==> config.mk <==
export PLATFORM = sky130hd
export DESIGN_NAME = kpg_seq_divider
export DESIGN_NICKNAME = d
export VERILOG_FILES = /design/src/rtl/alu_pkg.sv /design/src/rtl/kpg_subtractor.sv /design/src/rtl/kpg_seq_divider.sv
export SDC_FILE = /design/constraint.sdc
export NUM_CORES = 1
export LEC_CHECK = 0
export CAP_MARGIN = 20
export CORE_MARGIN = 8
export CORE_UTILIZATION = 55
export CTS_CLUSTER_DIAMETER = 60
export CTS_CLUSTER_SIZE = 40
export DETAILED_ROUTE_END_ITERATION = 8
export HOLD_SLACK_MARGIN = 0.12
export PLACE_DENSITY = 0.86
export RECOVER_POWER = 50
export SLEW_MARGIN = 20
export SYNTH_ARGS = -nofsm -noshare
export SYNTH_HDL_FRONTEND = slang
export SYNTH_SLANG_ARGS = --single-unit
==> constraint.sdc <==
create_clock -name clk -period 3.1 [get_ports clk]
set_input_delay 0.775 -clock clk [delete_from_list [all_inputs] [get_ports clk]]
set_output_delay 0.775 -clock clk [all_outputs]
set_load 0.03 [all_outputs]
==> src/rtl/alu_pkg.sv <==
// Shared ALU definitions: FSM state encoding, KPG pair codes, width.
// Also holds the KPG prefix combine operator.
package alu_pkg;

  localparam int ALU_WIDTH = 16;

  typedef enum logic [1:0] {
    IDLE = 2'b00,
    RUN  = 2'b01,
    DONE = 2'b10
  } state_t;

  localparam logic [1:0] KILL = 2'b00;
  localparam logic [1:0] PROP = 2'b01;
  localparam logic [1:0] GEN  = 2'b11;

  function automatic logic [1:0] kpg_op(
    input logic [1:0] hi,
    input logic [1:0] lo
  );
    return (hi == PROP) ? lo : hi;
  endfunction

endpackage

==> src/rtl/kpg_subtractor.sv <==
// Combinational a - b as a + ~b + 1 using a kill/propagate/generate
// prefix tree; the +1 enters as a GEN pair below bit 0.
module kpg_subtractor
  import alu_pkg::*;
#(
  parameter int N = 17
) (
  input  logic [N-1:0] a,
  input  logic [N-1:0] b,
  output logic [N-1:0] diff
);

  localparam int S = $clog2(N + 1);

  logic [N-1:0] nb;
  logic [1:0]   lvl [0:S][0:N];

  assign nb = ~b;
  assign lvl[0][0] = GEN;

  for (genvar i = 0; i < N; i++) begin : g_pair
    assign lvl[0][i+1] = {a[i] & nb[i], a[i] | nb[i]};
  end

  for (genvar s = 0; s < S; s++) begin : g_stage
    for (genvar i = 0; i <= N; i++) begin : g_node
      if (i >= (1 << s)) begin : g_comb
        assign lvl[s+1][i] = kpg_op(lvl[s][i], lvl[s][i-(1<<s)]);
      end else begin : g_pass
        assign lvl[s+1][i] = lvl[s][i];
      end
    end
  end

  // Resolved group over positions -1..i-1 is the carry into bit i.
  for (genvar i = 0; i < N; i++) begin : g_sum
    assign diff[i] = a[i] ^ nb[i] ^ lvl[S][i][1];
  end

endmodule

==> src/rtl/kpg_seq_divider.sv <==
// Restoring unsigned divider, one quotient bit per clock, with the
// trial subtraction done by the KPG prefix subtractor.
module kpg_seq_divider
  import alu_pkg::*;
#(
  parameter int WIDTH = ALU_WIDTH
) (
  input  logic             clk,
  input  logic             rst,
  input  logic             start,
  input  logic [WIDTH-1:0] dividend,
  input  logic [WIDTH-1:0] divisor,
  output logic             busy,
  output logic             done,
  output logic [WIDTH-1:0] quotient,
  output logic [WIDTH-1:0] remainder,
  output logic             div_by_zero
);

  localparam int CW = $clog2(WIDTH) + 1;

  state_t         state, state_n;
  logic [CW-1:0]  cnt;
  logic [WIDTH-1:0] r, q, d;
  logic [WIDTH:0] rs, diff;
  logic           accept, zero, last, keep;

  assign zero   = (divisor == '0);
  assign accept = start && (state != RUN);
  assign last   = (state == RUN) && (cnt == CW'(WIDTH - 1));
  assign busy   = (state == RUN);
  assign done   = (state == DONE);

  // R[WIDTH] is always 0 after a kept subtraction, so only WIDTH bits are stored.
  assign rs   = {r, q[WIDTH-1]};
  assign keep = ~diff[WIDTH];

  kpg_subtractor #(.N(WIDTH + 1)) u_sub (
    .a    (rs),
    .b    ({1'b0, d}),
    .diff (diff)
  );

  always_comb begin
    state_n = state;
    unique case (state)
      IDLE, DONE: begin
        if (start) state_n = zero ? DONE : RUN;
        else       state_n = IDLE;
      end
      RUN:     if (last) state_n = DONE;
      default: state_n = IDLE;
    endcase
  end

  always_ff @(posedge clk) begin
    if (rst) state <= IDLE;
    else     state <= state_n;
  end

  always_ff @(posedge clk) begin
    if (rst) begin
      cnt         <= '0;
      r           <= '0;
      q           <= '0;
      d           <= '0;
      quotient    <= '0;
      remainder   <= '0;
      div_by_zero <= 1'b0;
    end else if (accept) begin
      cnt         <= '0;
      r           <= '0;
      q           <= dividend;
      d           <= divisor;
      div_by_zero <= zero;
      if (zero) begin
        quotient  <= '1;
        remainder <= dividend;
      end
    end else if (state == RUN) begin
      cnt <= cnt + 1'b1;
      r   <= keep ? diff[WIDTH-1:0] : rs[WIDTH-1:0];
      q   <= {q[WIDTH-2:0], keep};
      if (last) begin
        quotient  <= {q[WIDTH-2:0], keep};
        remainder <= keep ? diff[WIDTH-1:0] : rs[WIDTH-1:0];
      end
    end
  end

endmodule

=== Word level (Yosys, flattened, before mapping) ===
Cells that the tools add are included.

* Flip-flop bits (word level): 88
* Latch bits: 0
* Bits in writable memories: 0
* Bits in read-only memories: 0
* Input port bits: 35
* Output and inout bits: 35
* Logic and storage cells: 215
* Memories: 0

* $add $sub $neg: 1
* Multipliers: 0
* Divide/modulo/power cells: 0
* $lt $le $gt $ge: 0
* Equal/unequal tests: 60
* Shifts and indexed selects: 0
* Muxes and demuxes: 69
* Bitwise operators: 68
* Reductions and logical operators: 9

{| class="wikitable"
|+ Operators by type and width
! kind !! count
|-
| $mux 16 || 11
|-
| $mux 2 || 57
|-
| $eq 2x1->1 const B || 55
|-
| $xor 1x1->1 || 33
|-
| $not 16->17 || 1
|-
| $and 1x1->1 || 16
|-
| $logic_not 16->1 || 1
|-
| $or 1x1->1 || 16
|-
| $ne 2x1->1 const B || 3
|-
| $add 5x1->5 const B || 1
|-
| $eq 5x4->1 const B || 1
|-
| $pmux 2 s2 || 1
|-
| $reduce_bool 2->1 || 2
|-
| $reduce_or 2->1 || 2
|-
| $reduce_and 3->1 || 1
|-
| $eq 2x2->1 const B || 1
|-
| $logic_and 1x1->1 || 2
|-
| $logic_not 2->1 || 1
|-
| $not 1->1 || 2
|}

=== Longest topological paths before layout ===
Gate-level depths: netlist of run 1.

* Word-level depth: 17
* Depth in mapped cells: 11
* Mapped depth without buffers: 10

=== Hierarchy ===
Synthesis of run 1 repeated with hierarchy kept, for this count alone.

* Cell total of the unflattened synthesis: 565
* Area, all modules: 5087.4 um2

{| class="wikitable"
|+ Modules (own cells, without submodules)
! module !! instances !! cells an instance !! area each (um2) !! sequential area each (um2)
|-
| kpg_seq_divider || 1 || 393 || 3768.6 || 1761.7
|-
| kpg_subtractor || 1 || 172 || 1318.8 || 0.0
|}

=== Least setup slack after synthesis of run 1 ===
OpenSTA, ideal clock, no wires.

* Path kind: reg-to-reg
* Start point: reg r[0]
* End point: reg r[12]
* Library setup time: 149 ps
* Arrival time: 2575 ps
* Required time: 2951 ps
* Slack: 376 ps
* Stages on the path, launching flop included: 12
* Path buffers: 1
* Clock period less this slack: 2724 ps
* Cell sequence: dfxtp_1 inv_1 ha_1 or3b_1 a31oi_2 o21ai_2 a211oi_4 o31ai_4 xnor2_4 buf_4 mux2i_1 a21oi_1

* Word-level cells in the longest chain between the ends: 10
* Elaborated cells on any way between the ends: 15
* Those cells by class: eq/ne: 3; mux: 8; bitwise: 4

{| class="wikitable"
|+ RTL lines
! what !! line !! text
|-
| start: declaration || kpg_seq_divider.sv:24 || <nowiki>logic [WIDTH-1:0] r, q, d;</nowiki>
|-
| start signal: assignment || kpg_seq_divider.sv:82 || <nowiki>r <= keep ? diff[WIDTH-1:0] : rs[WIDTH-1:0];</nowiki>
|-
| $or 1x1->1 / $and 1x1->1 (equally long branches) || kpg_subtractor.sv:22 || <nowiki>assign lvl[0][i+1] = {a[i] & nb[i], a[i] | nb[i]};</nowiki>
|-
| $eq 2x1->1 || alu_pkg.sv:21 || <nowiki>return (hi == PROP) ? lo : hi;</nowiki>
|-
| $mux 2 (*) (2 in series) || alu_pkg.sv:21 ||
|-
| $mux 2 (2 in series) || alu_pkg.sv:21 ||
|-
| $eq 2x1->1 || alu_pkg.sv:21 ||
|-
| $mux 2 || alu_pkg.sv:21 ||
|-
| $xor 1x1->1 || kpg_subtractor.sv:37 || <nowiki>assign diff[i] = a[i] ^ nb[i] ^ lvl[S][i][1];</nowiki>
|-
| $mux 16 (*) || kpg_seq_divider.sv:82 ||
|}

Every way passes the cells marked *; elsewhere a longest branch is shown, timed or not.
A chain may end at the register's enable or synchronous reset.

=== Final worst setup path of run 1 ===
* Start point: reg r[0]
* End point: reg remainder[7]

* Word-level cells in the longest chain between the ends: 13
* Elaborated cells on any way between the ends: 19
* Those cells by class: eq/ne: 3; mux: 12; bitwise: 4

{| class="wikitable"
|+ RTL lines
! what !! line !! text
|-
| $or 1x1->1 / $and 1x1->1 (equally long branches) || kpg_subtractor.sv:22 ||
|-
| $eq 2x1->1 || alu_pkg.sv:21 ||
|-
| $mux 2 (4 in series) || alu_pkg.sv:21 ||
|-
| $eq 2x1->1 || alu_pkg.sv:21 ||
|-
| $mux 2 || alu_pkg.sv:21 ||
|-
| $xor 1x1->1 || kpg_subtractor.sv:37 ||
|-
| $mux 16 (*) || kpg_seq_divider.sv:86 || <nowiki>remainder <= keep ? diff[WIDTH-1:0] : rs[WIDTH-1:0];</nowiki>
|-
| $mux 16 (*) || kpg_seq_divider.sv:84 || <nowiki>if (last) begin</nowiki>
|-
| $mux 16 (*) || kpg_seq_divider.sv:80 || <nowiki>end else if (state == RUN) begin</nowiki>
|-
| $mux 16 (*) || kpg_seq_divider.sv:70 || <nowiki>end else if (accept) begin</nowiki>
|-
| end signal: assignment || kpg_seq_divider.sv:78 || <nowiki>remainder <= dividend;</nowiki>
|-
| end signal: assignment || kpg_seq_divider.sv:86 ||
|-
| end: declaration || kpg_seq_divider.sv:16 || <nowiki>output logic [WIDTH-1:0] remainder,</nowiki>
|}

Every way passes the cells marked *; elsewhere a longest branch is shown, timed or not. The select of a mux whose other input is x is not followed.

==> results of run 1 <==
-- placed cells by master (no fill, tap or decap), types with 3 or more instances in the layout --
cell             count
a211oi_1            19
a21o_1               3
a21oi_1             33
a31oi_1              3
buf_4               11
clkbuf_8            10
clkdlybuf4s50_1     45
dfxtp_1             86
dlygate4sd3_1       23
ha_1                36
inv_1               42
mux2_2               8
mux2i_1             40
nand2_1             79
nand2b_1             3
nand3_1              9
nor2_1              67
nor2b_1              6
nor3_1              17
nor4_1               5
o21ai_0             33
o21bai_1             4
o221ai_1             3
o22ai_1             14
xnor2_1             10
xor2_1               9
-- flip-flops by register name (all words and copies together), names as in the netlist --
register,cells
r,16
quotient,16
q,16
d,16
cnt,5
state,2
remainder,16
div_by_zero,1
-- power breakdown --
group          internal (mW)  leakage (nW)  total, mW  switching [mW]
sequential              1.18         0.718       1.23          0.0510
clock                  0.490         0.119      0.952           0.463
combinational          0.406          1.62      0.901           0.495
total                   2.08          2.46       3.09            1.01
-- tightest hold or removal path, stage by stage, from the launching register on --
cell and delay (ps):
dfxtp_1 330, nand2_1 60, a21oi_1 50
-- how the worst max path moves through the flow --
stage / to / slack [ps] / cells after the start
after floorplan: r[12] / 380 / 11
after global placement: r[9] / 190 / 11
after detailed placement: r[9] / 100 / 11
after CTS: remainder[3] / 100 / 11
after global routing: r[3] / -30 / 11
final: remainder[7] / 100 / 11
-- through the flow --
step | power [mW] | hold WS, ps | area [µm²]
after floorplan | 1.88 | 453 | 4910
after global placement | 2.07 | 463 | 5710
after detailed placement | 2.10 | 468 | 5710
after CTS | 3.04 | 480 | 5950
after global routing | 3.21 | 501 | 5970
final | 3.09 | 479 | 5970
-- cell families after synthesis --
kind of cell               after synthesis
and+or+nand+nor                        197
AOI/OAI and AO/OA                      133
DFF                                     88
buffers and inverters                   75
muxes                                   49
adders and majority gates               36
xor gates and xnor gates                20
-- what timing repair did --
action,in CTS,in global routing
setup endpoints to repair,0,17
gates resized for setup,0,6
setup buffers,0,2
-- area by class of cell --
type	instances	area [µm²]	area share (%)
clock buffers	10	138	2.30
clock inverters	6	97.6	1.63
well taps	108	135	2.26
multi-input cells	435	2860	47.9
flip-flops and latches	88	1760	29.5
repair buffers	85	820	13.7
inverters	42	158	2.64
-- per-layer routing --
layer	global-route usage [%]	vias to the layer above	wire length, µm
li1	-	2194	-
met1	26.0	2064	5740
met2	32.6	163	6050
met3	4.11	18	799
met4	6.31	0	196
met5	0	-	0
==> impl_metrics.py, run 1 <==
metrics = {
    "synthesis": {
        "ys_top_cells_by_count": "88 x dfxtp_1, 79 x nand2_1, 68 x nor2_1",
        "synth_most_common_cell": "dfxtp_1",
        "syn_area_per_cell_um2": 8.21,
        "synth_top_family_by_area": "compound AO/OA/AOI/OAI gates",
        "syn_area_um2": 4910,
        "synth_edf_count": 0,
        "synth_fa_ha_area_share_pct": 9.18,
        "yosys_most_used_dff": "dfxtp_1",
        "yosysTopAreaCellShare_pct": 35.9,
        "yosys.area.top_type": "dfxtp_1",
        "synth_area_leaders": "dfxtp_1 36%, ha_1 9.2%, mux2i_1 8.4%",
        "synth.yosys.seq_area_share_pct": 35.9,
        "synth-compound-area-share_pct": 17.7,
        "synth.distinct_cells": 54,
        "async_reset_ff_share_pct": 0,
        "synthMuxAreaShare_pct": 10.2,
        "synthCells": 598,
        "yosys.area_share.simple_pct": 17.1,
        "synth-seq-cells": 88,
        "syn_nets": 669,
        "yosys.area_share.xor_xnor_pct": 3.95,
        "yosys_warnings": 0,
    },
    "sta": {
        "hold_violations": 0,
        "fin_crit_ps": 3000,
        "tns_ps": 0,
        "tightest_slew_ps": 1250,
        "fin_ws_ps": 97.6,
        "finClkSkew_ps": 13.7,
        "finalSetupViolations": 0,
        "fin_crit_sh_pct": 96.9,
        "fmax_mhz": 333,
        "slew_viol_final": 0,
        "max-slew-margin-rel_pct": 16.8,
    },
    "detailed_routing": {
        "drt_iter0_drc": 257,
        "routedWlPerCell_um": 16.5,
        "wl_um": 12800,
        "dr.pass1.iters": 5,
        "route.detailed.drc": 0,
        "vias_per_cell": 5.74,
        "drt.antenna.violating_nets": 0,
        "num_vias": 4439,
    },
    "power_and_ir_drop": {
        "p_per_area_nw_per_um2": 517,
        "power_leakage_nw": 2.46,
        "peakVddDrop_mv": 0.297,
    },
    "setup_path": {
        "cpMaxStageDelayCell": "or3b_1",
        "reg2reg_depth": 11,
        "crit_chain": "inv_1 > ha_1 > or3b_1 > a31oi_2 > o21ai_2 > a211oi_4 > o31ai_4 > xnor2_4 > buf_4 > mux2i_1 > o22ai_1",
        "arrival_ps": 3230,
        "cp_max_fo": 6,
        "cp.required_ps": 3330,
        "regToRegStartpoint": "r[0]",
        "cp-end-kind": "flop",
        "ff2ff_setup_slack_ps": 100,
        "crit_family": "compound AO/OA/AOI/OAI gates",
        "slowest_delay_ps": 400,
        "path_buf_inv": 2,
        "startpoint": "r[0]",
        "startpoint_type": "flop",
        "timing.rr.end": "remainder[7]",
        "crit_type": "reg2reg",
    },
    "placed_design": {
        "gp_congestion": 0.911,
        "placed_cells": 756,
        "io_buffers": 69,
        "pre_cts_ws_ps": 99.5,
        "dpl.hpwl_um": 9560,
    },
    "final_layout": {
        "fin_nets": 732,
        "n_antenna_cell": 0,
        "fillers": 723,
        "fin_util_pct": 68.8,
        "synthToLayoutAreaGrowth_pct": 21.7,
        "layout-drive-gt1-share_pct": 7.66,
        "layout.cells.non_filler": 774,
    },
    "grt": {
        "grt_overflow": 0,
        "grtUsageTotal_pct": 20.1,
        "antenna_found_initial": 0,
        "first_global_vias": 4200,
        "grt_pass1_wl_um": 20800,
        "grt_max_degree": 49,
    },
    "die": {
        "die_w_um": 110,
        "core_um2": 8680,
        "die_area_um2": 12200,
        "initial_utilization_pct": 56.6,
        "boundaryPins": 70,
        "die_y_um": 110,
        "rows": 34,
    },
    "clock_network": {
        "clock_path_buffers": 2,
        "h-tree-depth": 3,
        "clk_latency_ps": 370,
        "cts_tree": "yes",
        "clock-sinks": 88,
        "clkSlewWorstSetupHoldPaths_ps": 90,
        "numCtsBuffers": 9,
        "cts_hold_buf": 0,
        "cts-root-buf": "clkbuf_8",
    },
    "worst_hold_path": {
        "hold_depth": 2,
        "holdPathEnd": "d[8]",
        "hold_path_startpoint": "d[8]",
        "hold_class": "reg2reg",
    },
    "run": {
        "maxCapViolations": 0,
    },
    "outcome": {
        "status": "finished, final reports clean",
    },
}
Power figures use the tool's default switching activity.
==> inputs of run 2 (changes only) <==
Settings changed: TNS_END_PERCENT from default to 1.
==> impl_metrics.py, run 2 (same netlist as run 1, synthesis figures left out) <==
metrics = {
    "power_and_ir_drop": {
        "totalPowerFinal_mw": 3.08,
        "p_per_area_nw_per_um2": 516,
        "power_leakage_nw": 2.45,
        "peakVddDrop_mv": 0.295,
    },
    "setup_path": {
        "crit_type": "reg2reg",
        "startpoint_type": "flop",
        "arrival_ps": 3230,
        "cp-end-kind": "flop",
        "cp_max_fo": 9,
        "cp.required_ps": 3350,
    },
    "clock_network": {
        "cts-root-buf": "clkbuf_8",
        "clock-sinks": 88,
        "h-tree-depth": 3,
        "clock_path_buffers": 2,
        "cts_tree": "yes",
        "clkSlewWorstSetupHoldPaths_ps": 100,
        "clk_latency_ps": 370,
        "numCtsBuffers": 9,
    },
    "detailed_routing": {
        "routedWlPerCell_um": 16.4,
        "vias_per_cell": 5.70,
        "num_vias": 4414,
        "drt.antenna.violating_nets": 0,
        "dr.pass1.iters": 4,
        "wl_um": 12700,
        "drt_iter0_drc": 184,
        "route.detailed.drc": 0,
    },
    "sta": {
        "finClkSkew_ps": 14.7,
        "fin_crit_ps": 2980,
        "finalSetupViolations": 0,
        "hold_ws_ps": 478,
        "max-slew-margin-rel_pct": 17.3,
        "fmax_mhz": 336,
        "tightest_slew_ps": 1240,
        "fin_crit_sh_pct": 96.1,
        "hold_violations": 0,
        "slew_viol_final": 0,
        "rsz0062_at_grt": "true",
        "fin_ws_ps": 121,
    },
    "die": {
        "rows": 34,
        "boundaryPins": 70,
        "core_um2": 8680,
        "die_area_um2": 12200,
        "die_w_um": 110,
        "die_y_um": 110,
        "initial_utilization_pct": 56.6,
    },
    "placed_design": {
        "placed_cells": 756,
        "dpl.hpwl_um": 9560,
        "pre_cts_ws_ps": 99.5,
        "io_buffers": 69,
        "gp_congestion": 0.911,
        "placed_area_um2": 5710,
    },
    "outcome": {
        "status": "finished, final reports clean",
    },
    "grt": {
        "first_global_vias": 4200,
        "grt_overflow": 0,
        "grtUsageTotal_pct": 20.1,
        "antenna_found_initial": 0,
        "grt_pass1_wl_um": 20800,
        "grt_max_degree": 49,
    },
    "final_layout": {
        "n_antenna_cell": 0,
        "fin_nets": 732,
        "layout.cells.non_filler": 774,
        "synthToLayoutAreaGrowth_pct": 21.7,
        "multiInputGateArea_um2": 2860,
        "final_cell_mix": "87 x dfxtp_1, 79 x nand2_1, 67 x nor2_1, 45 x clkdlybuf4s50_1, 42 x inv_1",
        "layout-drive-gt1-share_pct": 7.51,
        "mostFrequentLayoutCell": "dfxtp_1",
        "seqCellArea_um2": 1760,
        "postLayoutCellArea_um2": 5970,
        "fillers": 719,
    },
    "run": {
        "maxCapViolations": 0,
    },
    "worst_hold_path": {
        "hold_class": "reg2reg",
    },
}
[run 2: cell counts in the layout (fill, tap and decap cells not counted)]
Identical to the previous run, type by type.
[run 2: layout make-up]
type,count,share of cell area [%]
clock buffers,10,2.30
well taps,108,2.26
flip-flops and latches,88,29.5
clock inverters,6,1.63
inverters,42,2.64
multi-input cells,435,47.9
repair buffers,85,13.7
[run 2: metal layers]
metal  vias up  wire, µm  track usage [%]
met4         0       211             6.31
met5         -         0                0
met1      2043      5790             26.0
li1       2199         -                -
met2       154      5950             32.6
met3        18       771             4.11
[run 2: final timing paths]
kind         from            to  slack (ps)  depth (start not counted)
min          d[8]          d[8]         480                          2
max          r[0]  remainder[3]         120                         11
min reg2reg  d[8]          d[8]         480                          2
max reg2reg  r[0]  remainder[3]         120                         11
[run 2: worst max-delay path, stage by stage (launching register included)]
cell      delay [ps]
dfxtp_1          390
inv_1             60
ha_1             330
or3b_1           390
a31oi_2          240
o21ai_2          130
a211oi_4         320
o31ai_4          160
xnor2_4          250
buf_6            200
mux2i_2          290
o22ai_1          120
[run 2: what timing repair did]
item                       CTS  global route
setup buffers                0             2
resized for setup            0             5
hold buffers                 0             0
setup endpoints to repair    0            17
[run 2: per-stage QoR]
stage / util (%) / TNS (ps)
after floorplan: - / 0
after global placement: 65.8 / 0
after detailed placement: 65.8 / 0
after CTS: 68.5 / 0
after global routing: 68.8 / -231
final: 68.8 / 0
[run 2: report_power, final]
part	switching, mW	internal, mW	leakage, nW	total (mW)
combinational	0.494	0.408	1.62	0.902
sequential	0.0508	1.18	0.717	1.23
clock	0.457	0.490	0.119	0.946
